[config.mk]
export PLATFORM = sky130hd
export DESIGN_NAME = hilo_muldiv_flat
export DESIGN_NICKNAME = d
export VERILOG_FILES = /design/src/rtl/hilo_muldiv_if.sv /design/src/rtl/hilo_muldiv.sv /design/src/flat_wrapper.sv
export SDC_FILE = /design/constraint.sdc
export NUM_CORES = 2
export LEC_CHECK = 0
export BUFFER_PORTS_ARGS = -buffer_cell sky130_fd_sc_hd__buf_2
export CAP_MARGIN = 30
export CORE_MARGIN = 2
export CORE_UTILIZATION = 25
export CTS_BUF_LIST = sky130_fd_sc_hd__clkbuf_4
export DETAILED_ROUTE_END_ITERATION = 6
export HOLD_SLACK_MARGIN = 0.06
export PLACE_DENSITY_LB_ADDON = 0.12
export SETUP_SLACK_MARGIN = 0.1
export SLEW_MARGIN = 5
export SYNTH_ARGS = -nofsm -noshare
export SYNTH_HDL_FRONTEND = slang
export SYNTH_SLANG_ARGS = --single-unit
[constraint.sdc]
create_clock -name clk -period 28.2 [get_ports clk]
set_input_delay 5.64 -clock clk [delete_from_list [all_inputs] [get_ports clk]]
set_output_delay 5.64 -clock clk [all_outputs]
set_load 0.05 [all_outputs]
[src/rtl/hilo_muldiv_if.sv]
// Operand, opcode and result bundle between the EX stage and the HI/LO multiply/divide unit.
interface hilo_muldiv_if;
  logic [31:0] A;
  logic [31:0] B;
  logic [2:0]  MDOp;
  logic        Start;
  logic        Flush;
  logic        HLSel;
  logic        Busy;
  logic [31:0] RHLOut;

  modport master (output A, B, MDOp, Start, Flush, HLSel, input Busy, RHLOut);
  modport slave  (input A, B, MDOp, Start, Flush, HLSel, output Busy, RHLOut);
endinterface

[src/rtl/hilo_muldiv.sv]
// MIPS-style HI/LO unit: multi-cycle MULT/MULTU, 32-cycle restoring DIV/DIVU, MTHI/MTLO.
// Define MULDIV_FASTMUL_EN to shorten the multiply phase from 2 cycles to 1.
module hilo_muldiv (
  input  logic          clk,
  input  logic          resetn,
  hilo_muldiv_if.slave  bus
);

  localparam logic [2:0] OP_MULT  = 3'b001;
  localparam logic [2:0] OP_MULTU = 3'b010;
  localparam logic [2:0] OP_DIV   = 3'b011;
  localparam logic [2:0] OP_DIVU  = 3'b100;
  localparam logic [2:0] OP_MTHI  = 3'b101;
  localparam logic [2:0] OP_MTLO  = 3'b110;

`ifdef MULDIV_FASTMUL_EN
  localparam logic [4:0] MUL_LAST = 5'd0;
`else
  localparam logic [4:0] MUL_LAST = 5'd1;
`endif
  localparam logic [4:0] DIV_LAST = 5'd31;

  typedef enum logic [1:0] {IDLE, MUL, DIV, DONE} state_t;

  state_t      state;
  logic [31:0] hi, lo;
  logic [31:0] a_q, b_q;
  logic        sgn_q;
  logic [4:0]  cnt;
  logic [31:0] quo, rem, dvs;

  logic        is_mul, is_div, op_signed;
  logic [31:0] a_mag, b_mag;
  logic [63:0] a_ext, b_ext, prod;
  logic [32:0] shifted;
  logic [31:0] rem_sub, rem_nxt, quo_nxt, q_fix, r_fix;
  logic        take, q_neg, r_neg;

  assign is_mul    = (bus.MDOp == OP_MULT) || (bus.MDOp == OP_MULTU);
  assign is_div    = (bus.MDOp == OP_DIV)  || (bus.MDOp == OP_DIVU);
  assign op_signed = (bus.MDOp == OP_MULT) || (bus.MDOp == OP_DIV);

  // Busy must stall the issuing cycle itself, so it cannot be a registered output.
  assign bus.Busy   = ~bus.Flush &
                      (((state == IDLE) & bus.Start & (is_mul | is_div)) |
                       (state == MUL) | (state == DIV));
  assign bus.RHLOut = bus.HLSel ? hi : lo;

  assign a_mag = (op_signed && bus.A[31]) ? -bus.A : bus.A;
  assign b_mag = (op_signed && bus.B[31]) ? -bus.B : bus.B;

  // Sign- or zero-extend to 64 bits so the low 64 product bits are right for both signednesses.
  assign a_ext = {{32{sgn_q & a_q[31]}}, a_q};
  assign b_ext = {{32{sgn_q & b_q[31]}}, b_q};
  assign prod  = a_ext * b_ext;

  // Restoring step: the remainder always fits 32 bits after the trial subtract.
  assign shifted = {rem, quo[31]};
  assign take    = shifted >= {1'b0, dvs};
  assign rem_sub = shifted[31:0] - dvs;
  assign rem_nxt = take ? rem_sub : shifted[31:0];
  assign quo_nxt = {quo[30:0], take};

  assign q_neg = sgn_q & (a_q[31] ^ b_q[31]);
  assign r_neg = sgn_q & a_q[31];
  assign q_fix = q_neg ? -quo_nxt : quo_nxt;
  assign r_fix = r_neg ? -rem_nxt : rem_nxt;

  // NOTE: all state uses non-blocking assignments so every register sees pre-edge values.
  always_ff @(posedge clk) begin
    if (!resetn) begin
      state <= IDLE;
      hi    <= '0;
      lo    <= '0;
      a_q   <= '0;
      b_q   <= '0;
      sgn_q <= 1'b0;
      cnt   <= '0;
      quo   <= '0;
      rem   <= '0;
      dvs   <= '0;
    end else if (bus.Flush) begin
      state <= IDLE;
      cnt   <= '0;
    end else begin
      unique case (state)
        IDLE: begin
          if (bus.Start) begin
            if (is_mul || is_div) begin
              a_q   <= bus.A;
              b_q   <= bus.B;
              sgn_q <= op_signed;
              cnt   <= '0;
              quo   <= a_mag;
              dvs   <= b_mag;
              rem   <= '0;
              state <= is_mul ? MUL : DIV;
            end else if (bus.MDOp == OP_MTHI) begin
              hi <= bus.A;
            end else if (bus.MDOp == OP_MTLO) begin
              lo <= bus.A;
            end
          end
        end
        MUL: begin
          if (cnt == MUL_LAST) begin
            {hi, lo} <= prod;
            state    <= DONE;
          end else begin
            cnt <= cnt + 5'd1;
          end
        end
        DIV: begin
          quo <= quo_nxt;
          rem <= rem_nxt;
          if (cnt == DIV_LAST) begin
            if (b_q == '0) begin
              lo <= '1;
              hi <= a_q;
            end else begin
              lo <= q_fix;
              hi <= r_fix;
            end
            state <= DONE;
          end else begin
            cnt <= cnt + 5'd1;
          end
        end
        DONE:    state <= IDLE;
        default: state <= IDLE;
      endcase
    end
  end

endmodule

[src/flat_wrapper.sv]
// flat-port wrapper written by rule: the top's interface ports become plain ports
module hilo_muldiv_flat 
  (clk, resetn, bus_A, bus_B, bus_MDOp, bus_Start, bus_Flush, bus_HLSel, bus_Busy, bus_RHLOut);
  hilo_muldiv_if bus_i ();
  input  logic clk;
  input  logic resetn;
  input wire logic [$bits(bus_i.A)-1:0] bus_A;
  input wire logic [$bits(bus_i.B)-1:0] bus_B;
  input wire logic [$bits(bus_i.MDOp)-1:0] bus_MDOp;
  input wire logic [$bits(bus_i.Start)-1:0] bus_Start;
  input wire logic [$bits(bus_i.Flush)-1:0] bus_Flush;
  input wire logic [$bits(bus_i.HLSel)-1:0] bus_HLSel;
  output wire logic [$bits(bus_i.Busy)-1:0] bus_Busy;
  output wire logic [$bits(bus_i.RHLOut)-1:0] bus_RHLOut;
  assign bus_i.A = bus_A;
  assign bus_i.B = bus_B;
  assign bus_i.MDOp = bus_MDOp;
  assign bus_i.Start = bus_Start;
  assign bus_i.Flush = bus_Flush;
  assign bus_i.HLSel = bus_HLSel;
  assign bus_Busy = bus_i.Busy;
  assign bus_RHLOut = bus_i.RHLOut;
  hilo_muldiv u_core (.clk(clk), .resetn(resetn), .bus(bus_i));
endmodule
# ---- After elaboration in Yosys (flattened, before gate mapping)
# Cells that the tools add are included.
dict set report classes {
  muxes 38
  reduce_logical 17
  n_bitwise 12
  eq_ne 21
  magnitude_cmp 1
  mul 1
  addsub 6
}
# cell count
set op_table {}
lappend op_table {{two-way mux 32 bit} 23}
lappend op_table {{case mux 32 bit (3 select lines)} 2}
lappend op_table {{negation 32 bit} 4}
lappend op_table {{case mux 32 bit (2 select lines)} 2}
lappend op_table {{multiplier 33 x 33 -> 64 bit} 1}
lappend op_table {{>= comparator 33 x 32 -> 1 bit} 1}
lappend op_table {{zero test 32 bit} 1}
lappend op_table {{subtractor 32 bit} 1}
lappend op_table {{two-way mux 5 bit} 4}
lappend op_table {{inequality test 2 bit (second input constant)} 10}
lappend op_table {{case mux 5 bit (3 select lines)} 1}
lappend op_table {{AND reduction 4 bit} 3}
lappend op_table {{two-way mux 2 bit} 5}
lappend op_table {{== test 3 bit (second input constant)} 3}
lappend op_table {{case mux 2 bit (4 select lines)} 1}
lappend op_table {{AND reduction 8 bit} 1}
lappend op_table {{AND reduction 7 bit} 1}
lappend op_table {{bitwise AND 1 bit} 6}
lappend op_table {{== test 3 x 2 -> 1 bit (second input constant)} 2}
lappend op_table {{adder 5 x 1 -> 5 bit (second input constant)} 1}
lappend op_table {{== test 5 x 1 -> 1 bit (second input constant)} 1}
lappend op_table {{== test 5 bit (second input constant)} 1}
lappend op_table {{AND reduction 5 bit} 1}
lappend op_table {{== test 2 bit (second input constant)} 2}
lappend op_table {{11 further kinds} 18}
dict set report totals {
  output_inout_bits 33
  in_bits 72
  elab_cells 106
  ff_bits 232
}

# ---- Longest topological paths before layout
dict set report logic_depth {
  ltp_word 7
  ltp_mapped 36
  ltp_nobuf 30
}

# ---- Worst setup path after synthesis
# No wires, ideal clock.
dict set report synth_path {
  path_type {input port to output port}
  start {input port bus_MDOp[1]}
  end {output port bus_Busy}
  path_buffers 0
  path_stages 3
  t_arrival_ns 6.759
  required_time_ns 22.560
  path_slack_ns 15.801
  cell_sequence {o21ai_0 -> nand4_1 -> a21oi_1}
}
dict set report synth_between {
  elab_chain_len 7
  word_cells_on_any_way 11
  cone_classes {eq/ne (4); bitwise (5); reduce/logical (2)}
}
# item line
set synth_rtl {}
lappend synth_rtl {{from (decl)} flat_wrapper.sv:9} ;# input wire logic [$bits(bus_i.MDOp)-1:0] bus_MDOp;
lappend synth_rtl {{== test 3 x 1 -> 1 bit (tied with other cells)} hilo_muldiv.sv:39} ;# assign is_mul = (bus.MDOp == OP_MULT) || (bus.MDOp == OP_MULTU);
lappend synth_rtl {{logical OR 1 bit, on equally long branches} {hilo_muldiv.sv:39, hilo_muldiv.sv:40}}
lappend synth_rtl {{bitwise OR 1 bit (*)} hilo_muldiv.sv:45} ;# (((state == IDLE) & bus.Start & (is_mul | is_div)) |
lappend synth_rtl {{bitwise AND 1 bit (*)} hilo_muldiv.sv:45}
lappend synth_rtl {{bitwise OR 1 bit (*)} hilo_muldiv.sv:45}
lappend synth_rtl {{bitwise OR 1 bit (*)} hilo_muldiv.sv:46} ;# (state == MUL) | (state == DIV));
lappend synth_rtl {{bitwise AND 1 bit (*)} hilo_muldiv.sv:44} ;# assign bus.Busy = ~bus.Flush &
lappend synth_rtl {{to (decl)} flat_wrapper.sv:13} ;# output wire logic [$bits(bus_i.Busy)-1:0] bus_Busy;
# Mark *: on every way between the ends. The rest lies on a longest branch, timed or not.

# ---- Worst setup path after layout
dict set report layout_path {
  start {input port bus_HLSel}
  end {output port bus_RHLOut[13]}
}
dict set report layout_between {
  elab_chain_len 1
}
# item line
set layout_rtl {}
lappend layout_rtl {{from (decl)} flat_wrapper.sv:12} ;# input wire logic [$bits(bus_i.HLSel)-1:0] bus_HLSel;
lappend layout_rtl {{two-way mux 32 bit} hilo_muldiv.sv:47} ;# assign bus.RHLOut = bus.HLSel ? hi : lo;
lappend layout_rtl {{to (decl)} flat_wrapper.sv:14} ;# output wire logic [$bits(bus_i.RHLOut)-1:0] bus_RHLOut;
# Every way passes these cells.

==> out/metrics.cfg <==
[sta]
worst_slew_pin_slew_ps=973
fin_hold_ws_ps=453
slew_violations=0
period_share_pct=44.1
setup-tns-final_ps=0
max_freq_mhz=80.5
final-setup-viol-count=0
finalCriticalPeriod_ps=12430
rsz0062_at_grt=false
finClkSkew_ps=92.5
relSlewSlack_pct=35.1
hold_viol_final=0

[detailed_routing]
vias=43200
firstDrtPassIters=6
avgRoutedWirePerCell_um=21.7
finalWirelength_um=200000
drtIter0Drc=2628
drc_errors=0
final_antenna_net_count=0
vias_per_cell=4.70

[power]
powerDensity_nw_per_um2=20.2
power_leakage_nw=26.6
ir_worst_vdd_mv=0.0221

[synth]
yosys-top-cells-count=inv_1, fa_1, nand2_1
synth_seq_cells=231
yosysWarningCount=0
synth_edf_count=0
synthTopCellsByArea=fa_1, dfxtp_1, inv_1
synth_area_sq_um=53900
synth_cells=6426
synth_cell_types=92
synthFlopType=dfxtp_1
yosys.cell_count.top_type=inv_1
synth_area_leader_cell=fa_1
syn-num-nets=7881
seq_area_frac_synth_pct=8.58
synth_area_per_cell_sq_um=8.39
synth.top_cell.area_share_pct=41.8
async_reset_ff_share_pct=0

[critical_path]
max_stage_delay_ps=510
crit_required_ps=22560
worst_path_max_delay_cell=buf_2
end_kind=primary output
crit_fanout=32
cp-start-kind=input port
cp.arrival_ps=6790
cp_common_cell=buf_2
critPathKind=in2out
cp_cell_sequence=buf_2 > mux2_2 > buf_2

[global_route]
track_usage_pct=18.5
grt_pass1_vias=46400
grt_first_pass_wirelength_um=306000
grt_overflow=0
grt_max_degree=86
grt_antenna_before_repair=14

[cts]
cts_made_buffers=75
cts_tree=yes
cts_resized=0
hold_buffers=0
clk_latency_ps=880
clkTransAtPathRegs_ps=50
cts_setup_buffers=0
cts-root-buf=clkbuf_4
htreeDepth=3
cts.path.max_buffers=3
cts_sinks=231

[die]
ioPinCount=105
core_area_sq_um=214000
die_area_sq_um=219000
initial_core_util_pct=25.1
fp-row-count=170
die_w_um=468
die_y_um=468

[place]
placed_cells=9053
dp.final_hpwl_um=159000
port_buffers=104
place_area_sq_um=57300
globalplace.congestion=0.860

[job]
maxCapViolations=0

[finish]
stdcell_count=9184
layout-drive-gt1-share_pct=7.21
final_area_sq_um=58200
syn2layout_area_growth_pct=8.03
fin_util_pct=27.2
layout.nets=7749

[min_path]
hp-class=reg2reg

[run_status]
status=completed

==> cells by family (layout without fill, tap and decap cells) <==
| kind of cell | after synthesis | after routing | share of synthesized area [%] |
|---|---|---|---|
| simple gates | 2087 | 2087 | 17.7 |
| buf+inv | 1614 | 1528 | 11.3 |
| fa+ha+maj | 1383 | 1383 | 47.8 |
| compound gates | 853 | 853 | 10.2 |
| flops | 231 | 231 | 8.58 |
| xor+xnor | 198 | 198 | 3.22 |
| mux | 60 | 60 | 1.21 |
| other cells | 0 | 6 | 0 |
==> per-stage QoR <==
step / total power [mW] / worst slack [ps]
finish: 1.18 / 15770
global route: 1.25 / 15680
CTS: 1.19 / 15770
detailed placement: 0.826 / 15770
global placement: 0.825 / 15830
floorplan: 0.646 / 15800
==> routing by layer <==
metal  wire (um)  up-vias  track usage [%]
li1            -    19500                -
met1       89700    22600             25.2
met2       99400      875             32.3
met3        6880      183             1.61
met4        3660        6             3.17
met5          37        -                0
==> area by class of cell <==
class	count	area, sq um
antenna	6	15.0
fill	23500	156000
clock inverter	23	135
multi-input combinational	4581	43200
tap	2838	3550
inverter	1193	4490
clock buffer	100	751
timing repair buffer	212	1410
sequential	231	4670
==> placed cells by master, fill, tap and decap left out, types with 12 or more instances in the layout <==
cell | netlist | final
nand3b_1 | 12 | 12
a221oi_1 | 41 | 41
clkbuf_4 | 0 | 100
o21ai_0 | 144 | 144
a22oi_1 | 15 | 15
nor4_1 | 29 | 29
nor2_1 | 299 | 296
nor3_1 | 56 | 56
clkinv_1 | 0 | 12
o21bai_1 | 13 | 13
nand4_1 | 29 | 29
or3_1 | 22 | 22
nor2b_1 | 13 | 13
mux2_2 | 40 | 40
and2_1 | 365 | 366
a31oi_1 | 28 | 28
xnor2_1 | 114 | 114
xor2_1 | 84 | 84
a21oi_1 | 330 | 330
inv_1 | 1192 | 1191
o21a_1 | 17 | 17
ha_1 | 257 | 254
nand2_1 | 1100 | 1099
nand2b_1 | 23 | 23
dfxtp_1 | 231 | 195
a311oi_1 | 13 | 13
buf_4 | 5 | 102
o211ai_1 | 27 | 27
nand3_1 | 48 | 48
buf_2 | 8 | 104
fa_1 | 1126 | 1126
mux2i_1 | 20 | 20
and3_1 | 33 | 33
a211oi_1 | 42 | 42
o41ai_1 | 16 | 16
o31ai_1 | 16 | 16
or2_2 | 17 | 17
a21o_1 | 43 | 43
dfxtp_2 | 0 | 36
==> final timing paths <==
check                 startpoint             end  slack (ps)  cells past startpoint
setup / recovery       bus_HLSel  bus_RHLOut[13]       15770                      3
hold reg to reg   u_core.dvs[24]  u_core.dvs[24]         450                      2
hold / removal    u_core.dvs[24]  u_core.dvs[24]         450                      2
setup reg to reg    u_core.sgn_q   u_core.hi[31]       18000                     29
==> flip-flops by register name, summed over array words and instances (netlist names) <==
| signal | cells |
|---|---|
| u_core.a_q | 32 |
| u_core.b_q | 32 |
| u_core.hi | 32 |
| u_core.lo | 32 |
| u_core.quo | 32 |
| u_core.rem | 32 |
| u_core.dvs | 31 |
| u_core.cnt | 5 |
| u_core.state | 2 |
| u_core.sgn_q | 1 |
==> power by group <==
| part | internal [mW] | switching [mW] |
|---|---|---|
| Combinational | 0.137 | 0.327 |
| Clock | 0.173 | 0.183 |
| Sequential | 0.340 | 0.0165 |
| Total | 0.650 | 0.527 |
==> worst max-delay path, delay by kind of cell <==
kind                   cells  cell delay, ps
buffers and inverters      2             720
multiplexers               1             420
(Power assumes the default switching activity.)
